<file path="src/rtl/mau_pkg.sv">
// Shared opcode, FSM state and access-size encodings for the memory access unit.
package mau_pkg;

    localparam logic [5:0] OP_LB  = 6'b100000;
    localparam logic [5:0] OP_LH  = 6'b100001;
    localparam logic [5:0] OP_LW  = 6'b100011;
    localparam logic [5:0] OP_LBU = 6'b100100;
    localparam logic [5:0] OP_LHU = 6'b100101;
    localparam logic [5:0] OP_SB  = 6'b101000;
    localparam logic [5:0] OP_SH  = 6'b101001;
    localparam logic [5:0] OP_SW  = 6'b101011;

    typedef enum logic [1:0] {
        ST_IDLE    = 2'd0,
        ST_ISSUE   = 2'd1,
        ST_DONE    = 2'd2,
        ST_RELEASE = 2'd3
    } state_t;

    typedef enum logic [1:0] {
        SZ_B = 2'd0,
        SZ_H = 2'd1,
        SZ_W = 2'd2
    } size_t;

    // Index of the last byte of an access (byte count minus one).
    function automatic logic [1:0] size_last(input size_t sz);
        case (sz)
            SZ_H:    return 2'd1;
            SZ_W:    return 2'd3;
            default: return 2'd0;
        endcase
    endfunction

endpackage

</file>
<file path="src/rtl/mau_decode.sv">
// Combinational load/store opcode decode: size, sign, direction, illegal and misaligned flags.
module mau_decode
    import mau_pkg::*;
(
    input  logic [5:0] opc,
    input  logic       rw,
    input  logic [1:0] addr_lo,
    output size_t      size,
    output logic       sgn,
    output logic       store,
    output logic       illegal,
    output logic       misaligned
);

    always_comb begin
        size    = SZ_B;
        sgn     = 1'b0;
        store   = 1'b0;
        illegal = 1'b0;
        case (opc)
            OP_LB:  sgn = 1'b1;
            OP_LH:  begin size = SZ_H; sgn = 1'b1; end
            OP_LW:  size = SZ_W;
            OP_LBU: sgn = 1'b0;
            OP_LHU: size = SZ_H;
            OP_SB:  store = 1'b1;
            OP_SH:  begin size = SZ_H; store = 1'b1; end
            OP_SW:  begin size = SZ_W; store = 1'b1; end
            default: illegal = 1'b1;
        endcase
        // rw = 1 means load, so a store opcode paired with rw = 1 (or vice versa) is rejected.
        if (store == rw) begin
            illegal = 1'b1;
        end
        misaligned = ((size == SZ_H) && addr_lo[0]) ||
                     ((size == SZ_W) && (addr_lo != 2'b00));
    end

endmodule

</file>
<file path="src/rtl/mem_access_unit.sv">
// Word load/store to byte-RAM bridge, big-endian, 1/2/4-byte sequencing; MAU_TIMEOUT_EN adds a per-byte ack timeout.
// Zero-wait latency accept->moc is n+1 cycles; each byte stalls on mem_ack, and a held mov parks in RELEASE.
module mem_access_unit
    import mau_pkg::*;
#(
    parameter int ADDR_W  = 9,
    parameter int TIMEOUT = 16
) (
    input  logic              clk,
    input  logic              reset,
    input  logic              mov,
    input  logic              rw,
    input  logic [5:0]        opc,
    input  logic [ADDR_W-1:0] addr,
    input  logic [31:0]       wdata,
    output logic [31:0]       rdata,
    output logic              moc,
    output logic              err,
    output logic              mem_en,
    output logic              mem_we,
    output logic [ADDR_W-1:0] mem_addr,
    output logic [7:0]        mem_wdata,
    input  logic [7:0]        mem_rdata,
    input  logic              mem_ack
);

    state_t            state;
    state_t            state_nxt;
    logic [ADDR_W-1:0] base_q;
    logic [31:0]       wdata_q;
    logic [31:0]       acc_q;
    size_t             size_q;
    logic              sgn_q;
    logic              load_q;
    logic              err_q;
    logic [1:0]        k_q;

    size_t             dec_size;
    logic              dec_sgn;
    logic              dec_store;
    logic              dec_illegal;
    logic              dec_misaligned;
    logic              last_byte;
    logic [1:0]        wbyte_idx;
    logic              tmo;

    mau_decode u_decode (
        .opc        (opc),
        .rw         (rw),
        .addr_lo    (addr[1:0]),
        .size       (dec_size),
        .sgn        (dec_sgn),
        .store      (dec_store),
        .illegal    (dec_illegal),
        .misaligned (dec_misaligned)
    );

    assign last_byte = (k_q == size_last(size_q));
    assign wbyte_idx = size_last(size_q) - k_q;

`ifdef MAU_TIMEOUT_EN
    localparam int TW = $clog2(TIMEOUT + 1);
    logic [TW-1:0] tmo_cnt;

    // Counts consecutive un-acked cycles of the byte currently being issued.
    always_ff @(posedge clk) begin
        if (!reset) begin
            tmo_cnt <= '0;
        end else if ((state != ST_ISSUE) || mem_ack) begin
            tmo_cnt <= '0;
        end else begin
            tmo_cnt <= tmo_cnt + 1'b1;
        end
    end

    assign tmo = (state == ST_ISSUE) && !mem_ack && (tmo_cnt == TW'(TIMEOUT - 1));
`else
    // Without the timeout feature ISSUE waits for mem_ack indefinitely.
    assign tmo = 1'b0 && (TIMEOUT > 0);
`endif

    always_ff @(posedge clk) begin
        if (!reset) begin
            state <= ST_IDLE;
        end else begin
            state <= state_nxt;
        end
    end

    always_comb begin
        state_nxt = state;
        moc       = 1'b0;
        err       = 1'b0;
        mem_en    = 1'b0;
        mem_we    = 1'b0;
        mem_addr  = '0;
        mem_wdata = '0;
        case (state)
            ST_IDLE: begin
                if (mov) begin
                    state_nxt = (dec_illegal || dec_misaligned) ? ST_DONE : ST_ISSUE;
                end
            end
            ST_ISSUE: begin
                mem_en    = 1'b1;
                mem_we    = !load_q;
                mem_addr  = base_q + ADDR_W'(k_q);
                mem_wdata = wdata_q[{wbyte_idx, 3'b000} +: 8];
                if (tmo || (mem_ack && last_byte)) begin
                    state_nxt = ST_DONE;
                end
            end
            ST_DONE: begin
                moc       = 1'b1;
                err       = err_q;
                state_nxt = ST_RELEASE;
            end
            ST_RELEASE: begin
                if (!mov) begin
                    state_nxt = ST_IDLE;
                end
            end
            default: state_nxt = ST_IDLE;
        endcase
    end

    always_ff @(posedge clk) begin
        if (!reset) begin
            base_q  <= '0;
            wdata_q <= '0;
            acc_q   <= '0;
            size_q  <= SZ_B;
            sgn_q   <= 1'b0;
            load_q  <= 1'b0;
            err_q   <= 1'b0;
            k_q     <= 2'd0;
        end else begin
            case (state)
                ST_IDLE: begin
                    if (mov) begin
                        base_q  <= addr;
                        wdata_q <= wdata;
                        size_q  <= dec_size;
                        sgn_q   <= dec_sgn;
                        load_q  <= rw;
                        err_q   <= dec_illegal || dec_misaligned;
                        acc_q   <= '0;
                        k_q     <= 2'd0;
                    end
                end
                ST_ISSUE: begin
                    if (tmo) begin
                        err_q <= 1'b1;
                    end else if (mem_ack) begin
                        if (load_q) begin
                            acc_q <= {acc_q[23:0], mem_rdata};
                        end
                        k_q <= k_q + 2'd1;
                    end
                end
                default: ;
            endcase
        end
    end

    // Result is hidden while a transfer is in flight, so it reads as cleared from accept until DONE.
    always_comb begin
        rdata = '0;
        if ((state != ST_ISSUE) && load_q && !err_q) begin
            case (size_q)
                SZ_B:    rdata = {{24{sgn_q & acc_q[7]}}, acc_q[7:0]};
                SZ_H:    rdata = {{16{sgn_q & acc_q[15]}}, acc_q[15:0]};
                default: rdata = acc_q;
            endcase
        end
    end

endmodule

</file>
<file path="config.mk">
export PLATFORM = sky130hd
export DESIGN_NAME = mem_access_unit
export DESIGN_NICKNAME = d
export VERILOG_FILES = /design/src/rtl/mau_pkg.sv /design/src/rtl/mau_decode.sv /design/src/rtl/mem_access_unit.sv
export SDC_FILE = /design/constraint.sdc
export NUM_CORES = 1
export LEC_CHECK = 0
export ABC_AREA = 1
export CAP_MARGIN = 20
export CELL_PAD_IN_SITES_DETAIL_PLACEMENT = 1
export CELL_PAD_IN_SITES_GLOBAL_PLACEMENT = 2
export CORE_AREA = 8 8 173 110
export DETAILED_ROUTE_END_ITERATION = 12
export DIE_AREA = 0 0 181 118
export GPL_TIMING_DRIVEN = 1
export PLACE_DENSITY = 0.89
export SLEW_MARGIN = 20
export SYNTH_ARGS = -nofsm -noshare
export SYNTH_HDL_FRONTEND = slang
export SYNTH_SLANG_ARGS = --single-unit
</file>
<file path="constraint.sdc">
create_clock -name clk -period 2.65 [get_ports clk]
set_input_delay 0.795 -clock clk [delete_from_list [all_inputs] [get_ports clk]]
set_output_delay 0.795 -clock clk [all_outputs]
set_load 0.1 [all_outputs]
</file>
==> metrics.md, run 1 <==
| Metric | Value |
|---|---|
| Tmin final | `3010 ps` |
| Non-Filler Instances | `936` |
| Routed vias/inst | `4.66` |
| Async set or reset register ratio after synthesis | `0%` |
| Vias | `around 4400` |
| Die area | `~21000 µm²` |
| Die H | `118 µm` |
| Total core area | `16600 µm²` |
| H-tree depth | `3` |
| Initial antenna violation count | `0` |
| Cell taking the most area after synthesis | `dfxtp_1` |
| R2R depth | `11` |
| Yosys warns | `0` |
| Hold depth | `2` |
| Slew Limit Headroom | `between 60% and 70%` |
| Hold Startpoint | `acc_q[5]` |
| Hold Violations, Final | `0` |
| Failing checks | `setup timing` |
| Reg-to-reg endpoint | `state[1]` |
| Reg clk slew, reported paths | `60 ps` |
| Area delta synth->final | `86.2%` |
| R2R Path Start | `size_q[1]` |
| Worst Hold Class | `reg -> reg` |
| CP Max Fanout | `6` |
| Clock Latency Late Sink | `330 ps` |
| Required @ worst endpoint | `approximately 1900 ps` |
| Status | `complete, but fails checks` |
| Commonest cells post-synth | `138 x nor2_1, 126 x nand2_1, 82 x dfxtp_1` |
| Placed cells | `911` |
| Total Wirelength | `16200 µm` |
| Worst Max-Slew Pin Slew | `543 ps` |
| Final Skew | `5.75 ps` |
| PwrDens | `993 nW/µm²` |
| Final worst slack | `-361 ps` |
| Register bit total from synthesis | `82` |
| Count leader, synth | `nor2_1` |
| Largest net degree at the start of global routing | `41` |
| TritonCTS Buffers | `9` |
| Final Net Count | `around 790` |
| Clock sinks | `82` |
| Number of synthesized flops with an enable pin | `0` |
| Starting Density | `about a quarter` |
| Lkg Pwr | `between 2 and 3 nW` |
| Grt ovf | `0` |
| First-pass GRT wire length | `about 26000 µm` |
| Crit path DAT | `2220 ps` |
| Vias in the first global route | `4703` |
| # rows | `37` |
| Root buffer cell | `clkbuf_16` |
| Detailed router's first-iteration violation count | `180` |
| Overall routing resource usage | `15.0%` |
| Boundary Pins | `113` |
| Post-DP Area | `6610 µm²` |
| Syn_nets | `between 600 and 700` |
| Yosys top cell area share | `41.0%` |
| Slew Limit Fails | `0` |
| GP Congestion | `around 0.8` |
| Die W | `roughly 180 µm` |
| Worst ir drop on vdd | `407 µV` |
| Post-route DRC | `0` |
| Post-synthesis sequential area ratio | `41.0%` |
| Final count of negative-setup-slack endpoints | `28` |
| Setup_tns | `-4160 ps` |
| IO Port Bufs | `about 110` |
| Post-Syn Area | `4010 µm²` |
| CTS Buffer Depth | `2` |
| Per-cell routed wire length | `between 15 and 20 µm` |
| Post-DP HPWL | `between 10000 and 15000 µm` |
| Avg Cell Area, Syn | `6.83 µm²` |
| Final Instance Area | `7460 µm²` |
| Syn Inst Count | `587` |
| Reg2Reg Setup Slack | `around 700 ps` |
| Critical Path Start Type | `register` |
| Nature of the critical path endpoint | `output pin` |
| Worst Path Class, Setup | `reg -> out` |
| Drt first pass iters | `4` |
| RSZ-0062 raised after global routing | `true` |
| Synth area leaders | `dfxtp_1 41%, nor2_1 13%, nand2_1 12%` |
| Max Cap Viol | `0` |
| Dpl ws | `-119 ps` |
| TritonCTS clock tree | `yes` |
| Routed Antenna Nets | `0` |
| Final Cycle Share | `114%` |
| Primary FF master, synth | `dfxtp_1` |
| Layout cells sized above 1 | `35.2%` |
| Inserted Diodes | `0` |
| Hold worst-path end | `acc_q[5]` |
| Netlist cell types | `31` |
| Fmax | `0.332 GHz` |
-- area by class of cell --
| cell class | count | area (µm²) |
|---|---|---|
| fillers | 1858 | 9110 |
| multi-input cells | 430 | 2920 |
| repair buffers | 150 | 2110 |
| flip-flops and latches | 82 | 1650 |
| well taps | 214 | 268 |
| clock buffers | 12 | 246 |
| inverters | 44 | 186 |
| clock inverters | 4 | 75.1 |
-- power breakdown --
part / internal [mW] / total (mW) / switching (mW)
Sequential: 1.47 / 1.72 / 0.246
Combinational: 1.72 / 4.36 / 2.64
Clock: 0.851 / 1.34 / 0.485
Total: 4.04 / 7.41 / 3.37
-- worst max-delay path: stages, from the launching register on --
cell and delay [ps]:
dfxtp_2 350, inv_2 60, ha_4 280, inv_4 30, ha_4 320, buf_12 150
buf_8 110, nand2_2 50, nand2_2 70, nor2_2 40, a211oi_4 200, buf_12 210
-- logic make-up after synthesis --
family,Yosys count,synth area share (%)
buffers and inverters,75,8.15
AO/OA/AOI/OAI,123,16.7
adder cells (fa/ha/maj),11,3.62
flip-flops,82,41.0
XOR/XNOR,2,0.812
AND/OR/NAND/NOR,286,27.8
multiplexers,8,2.00
-- cell usage in the layout, fill, tap and decap left out, drive strengths merged, types with 3 or more instances in the layout --
master,netlist,final
inv,42,40
nor3,7,7
buf,15,89
nor2,139,139
nand3,10,10
mux2i,8,8
o21ai,52,52
clkdlybuf4s50,0,59
a21oi,58,58
dfxtp,82,82
clkinv,2,3
nand2,126,126
clkinvlp,0,3
ha,10,10
clkbuf,16,14
a211oi,10,10
-- timing repair --
item                                    4_1_cts  5_1_grt
endpoints found under the setup margin       30       36
hold buffers                                  0        0
endpoints found under the hold margin         0        0
gates resized for setup                      62       48
setup buffers                                 7        4
pin swaps                                    25       21
gates cloned                                  3        1
-- how the worst max path moves through the flow --
stage / from / to / slack [ps] / cells past startpoint
finish: size_q[1] / mem_wdata[4] / -360 / 11
global route: base_q[0] / mem_addr[8] / -450 / 13
CTS: base_q[0] / mem_addr[8] / -420 / 13
detailed placement: size_q[0] / mem_wdata[4] / -120 / 11
global placement: size_q[0] / mem_wdata[3] / -20 / 9
floorplan: k_q[0] / mem_addr[8] / -420 / 12
-- metrics by stage --
stage	hold WS, ps	total power [mW]	util [%]
global placement	451	5.08	39.9
floorplan	439	4.16	-
global route	508	7.79	45.0
detailed placement	461	5.24	39.9
finish	485	7.41	45.0
CTS	489	7.14	43.8
-- state kept, by name, indices dropped and copies added (netlist names) --
name	count
sgn_q	1
k_q	2
state	2
wdata_q	32
base_q	9
err_q	1
load_q	1
size_q	2
acc_q	32
-- layer usage --
layer,GRT usage [%],vias to the layer above,part of all wire (%)
met4,4.03,0,1.4
met2,24.1,84,47
li1,-,2128,-
met3,3.42,17,4.4
met1,19.9,2129,48
met5,0,-,0
(Power assumes the default switching activity.)
==> run 2, diff against run 1 <==
--- a/config.mk
+++ b/config.mk
@@ -13,7 +13,9 @@
 export DETAILED_ROUTE_END_ITERATION = 12
 export DIE_AREA = 0 0 181 118
 export GPL_TIMING_DRIVEN = 1
+export MAX_ROUTING_LAYER = met4
 export PLACE_DENSITY = 0.89
+export SKIP_CTS_REPAIR_TIMING = 1
 export SLEW_MARGIN = 20
 export SYNTH_ARGS = -nofsm -noshare
 export SYNTH_HDL_FRONTEND = slang
==> metrics.md, run 2 (same netlist as run 1, synthesis figures left out) <==
| Metric | Value |
|---|---|
| Crit path DAT | `2240 ps (+20 ps)` |
| Setup_tns | `-4230 ps (-66.4 ps)` |
| Post-route DRC | `0 (unchanged)` |
| Drt first pass iters | `4 (unchanged)` |
| R2R depth | `11 (unchanged)` |
| Die H | `118 µm (unchanged)` |
| Root buffer cell | `clkbuf_16` |
| Required @ worst endpoint | `1860 ps (about the same)` |
| CTS Buffer Depth | `2 (unchanged)` |
| Worst ir drop on vdd | `406 µV (-0.36%)` |
| Vias in the first global route | `4590 (-2.4%)` |
| Total core area | `16600 µm² (unchanged)` |
| IO Port Bufs | `112 (unchanged)` |
| Final Cycle Share | `115% (+0.90 points)` |
| TritonCTS Buffers | `9 (unchanged)` |
| Dpl ws | `-119 ps (unchanged)` |
| Largest net degree at the start of global routing | `41 (unchanged)` |
| Routed vias/inst | `4.61 (-1.0%)` |
| Boundary Pins | `113 (unchanged)` |
| Nature of the critical path endpoint | `output pin` |
| Detailed router's first-iteration violation count | `196 (+8.9%)` |
| Final count of negative-setup-slack endpoints | `28 (unchanged)` |
| RSZ-0062 raised after global routing | `true` |
| Placed cells | `911 (unchanged)` |
| Starting Density | `24.2% (unchanged)` |
| Final core occ | `44.0% (-1.0 points)` |
| Status | `complete, but fails checks` |
| Vias | `4332 (-0.60%)` |
| Routed Antenna Nets | `0 (unchanged)` |
| Inserted Diodes | `0 (unchanged)` |
| First-pass GRT wire length | `24900 µm (-4.3%)` |
| Slew Limit Fails | `0 (unchanged)` |
| Tmin final | `3040 ps (+23.9 ps)` |
| Overall routing resource usage | `14.7% (-0.24 points)` |
| Layout cells sized above 1 | `30.2% (-5.0 points)` |
| Die area | `21400 µm² (unchanged)` |
| Critical Path Start Type | `register` |
| H-tree depth | `3 (unchanged)` |
| Clock Latency Late Sink | `330 ps (about the same)` |
| Slew Limit Headroom | `70.5% (+6.9 points)` |
| Die W | `181 µm (unchanged)` |
| Routed wl met3 | `556 µm (-22%)` |
| CP Max Fanout | `3 (-3)` |
| Total Wirelength | `16200 µm (+0.28%)` |
| Lkg Pwr | `2.72 nW (+0.82%)` |
| Final worst slack | `-385 ps (-23.9 ps)` |
| Post-DP HPWL | `12100 µm (unchanged)` |
| Initial antenna violation count | `0 (unchanged)` |
| GP Congestion | `0.810 (+1.4%)` |
| Area delta synth->final | `81.9%` |
| Final Net Count | `792 (+0.51%)` |
| # rows | `37 (unchanged)` |
| Met1 wire length | `7990 µm (+3.9%)` |
| Final Skew | `5.37 ps (-0.376 ps)` |
| PwrDens | `993 nW/µm² (about the same)` |
| Hold Violations, Final | `0 (unchanged)` |
| TritonCTS clock tree | `yes` |
| Most frequent cells in the layout | `117 x nand2_1, 101 x nor2_1, 75 x dfxtp_1, 60 x buf_12, 59 x clkdlybuf4s50_1` |
| Reg clk slew, reported paths | `60 ps (about the same)` |
| Worst Hold Class | `reg -> reg` |
| Commonest non-fill, non-tap cell in the layout | `nand2_1` |
| Fmax | `0.329 GHz (-0.79%)` |
| Per-cell routed wire length | `17.3 µm (-0.14%)` |
| Failing checks | `setup timing` |
| Top flop regs | `acc_q (32), wdata_q (32), base_q (9)` |
| Met2 wire length | `7500 µm (-0.62%)` |
| Max Cap Viol | `0 (unchanged)` |
| Hold depth | `2 (unchanged)` |
| Non-Filler Instances | `940 (+0.43%)` |
| Worst Path Class, Setup | `reg -> out` |
| Top routing layer in use | `met4` |
| Design Power | `7.24 mW (-2.3%)` |
| Clock sinks | `82 (unchanged)` |
| Worst Max-Slew Pin Slew | `440 ps (-103 ps)` |
| Grt ovf | `0 (unchanged)` |
## run 2: worst max-delay path: stages (launching register included)
cell     delay [ps]
dfxtp_2         350
ha_4            140
inv_2            30
fa_2            330
inv_2            70
nand2_2          40
inv_2            60
nand2_2          60
nor2_4          100
nand2_2          70
nor2_4          140
a21oi_4          90
nor3_4          220
buf_12          200
## run 2: path summary, 6_finish.rpt
path / from / end / slack [ps]
setup / recovery: base_q[0] / mem_addr[8] / -390
hold / removal: acc_q[29] / acc_q[29] / 470
setup reg to reg: size_q[1] / state[1] / 780
hold reg to reg: acc_q[29] / acc_q[29] / 470
## run 2: power by group
group / leakage, nW / switching (mW) / internal [mW]
logic: 1.89 / 2.55 / 1.65
registers: 0.674 / 0.225 / 1.47
clock network: 0.149 / 0.488 / 0.852
## run 2: layer usage
metal | vias up | global-route usage [%]
li1 | 2134 | -
met1 | 2117 | 19.6
met2 | 70 | 23.1
met3 | 11 | 2.53
met4 | 0 | 3.47
met5 | - | -
## run 2: area by class of cell
| class | instances | area (µm²) |
|---|---|---|
| fill | 1885 | 9280 |
| multi-input combinational | 430 | 2720 |
| timing repair buffer | 154 | 2140 |
| sequential | 82 | 1650 |
| tap | 214 | 268 |
| clock buffer | 12 | 246 |
| inverter | 44 | 184 |
| clock inverter | 4 | 75.1 |
## run 2: per-stage QoR
step	area, µm²	hold slack [ps]
3_5_place_dp	6610	461
3_3_place_gp	6610	451
4_1_cts	6930	476
6_report	7290	475
5_1_grt	7290	504
2_1_floorplan	4620	439
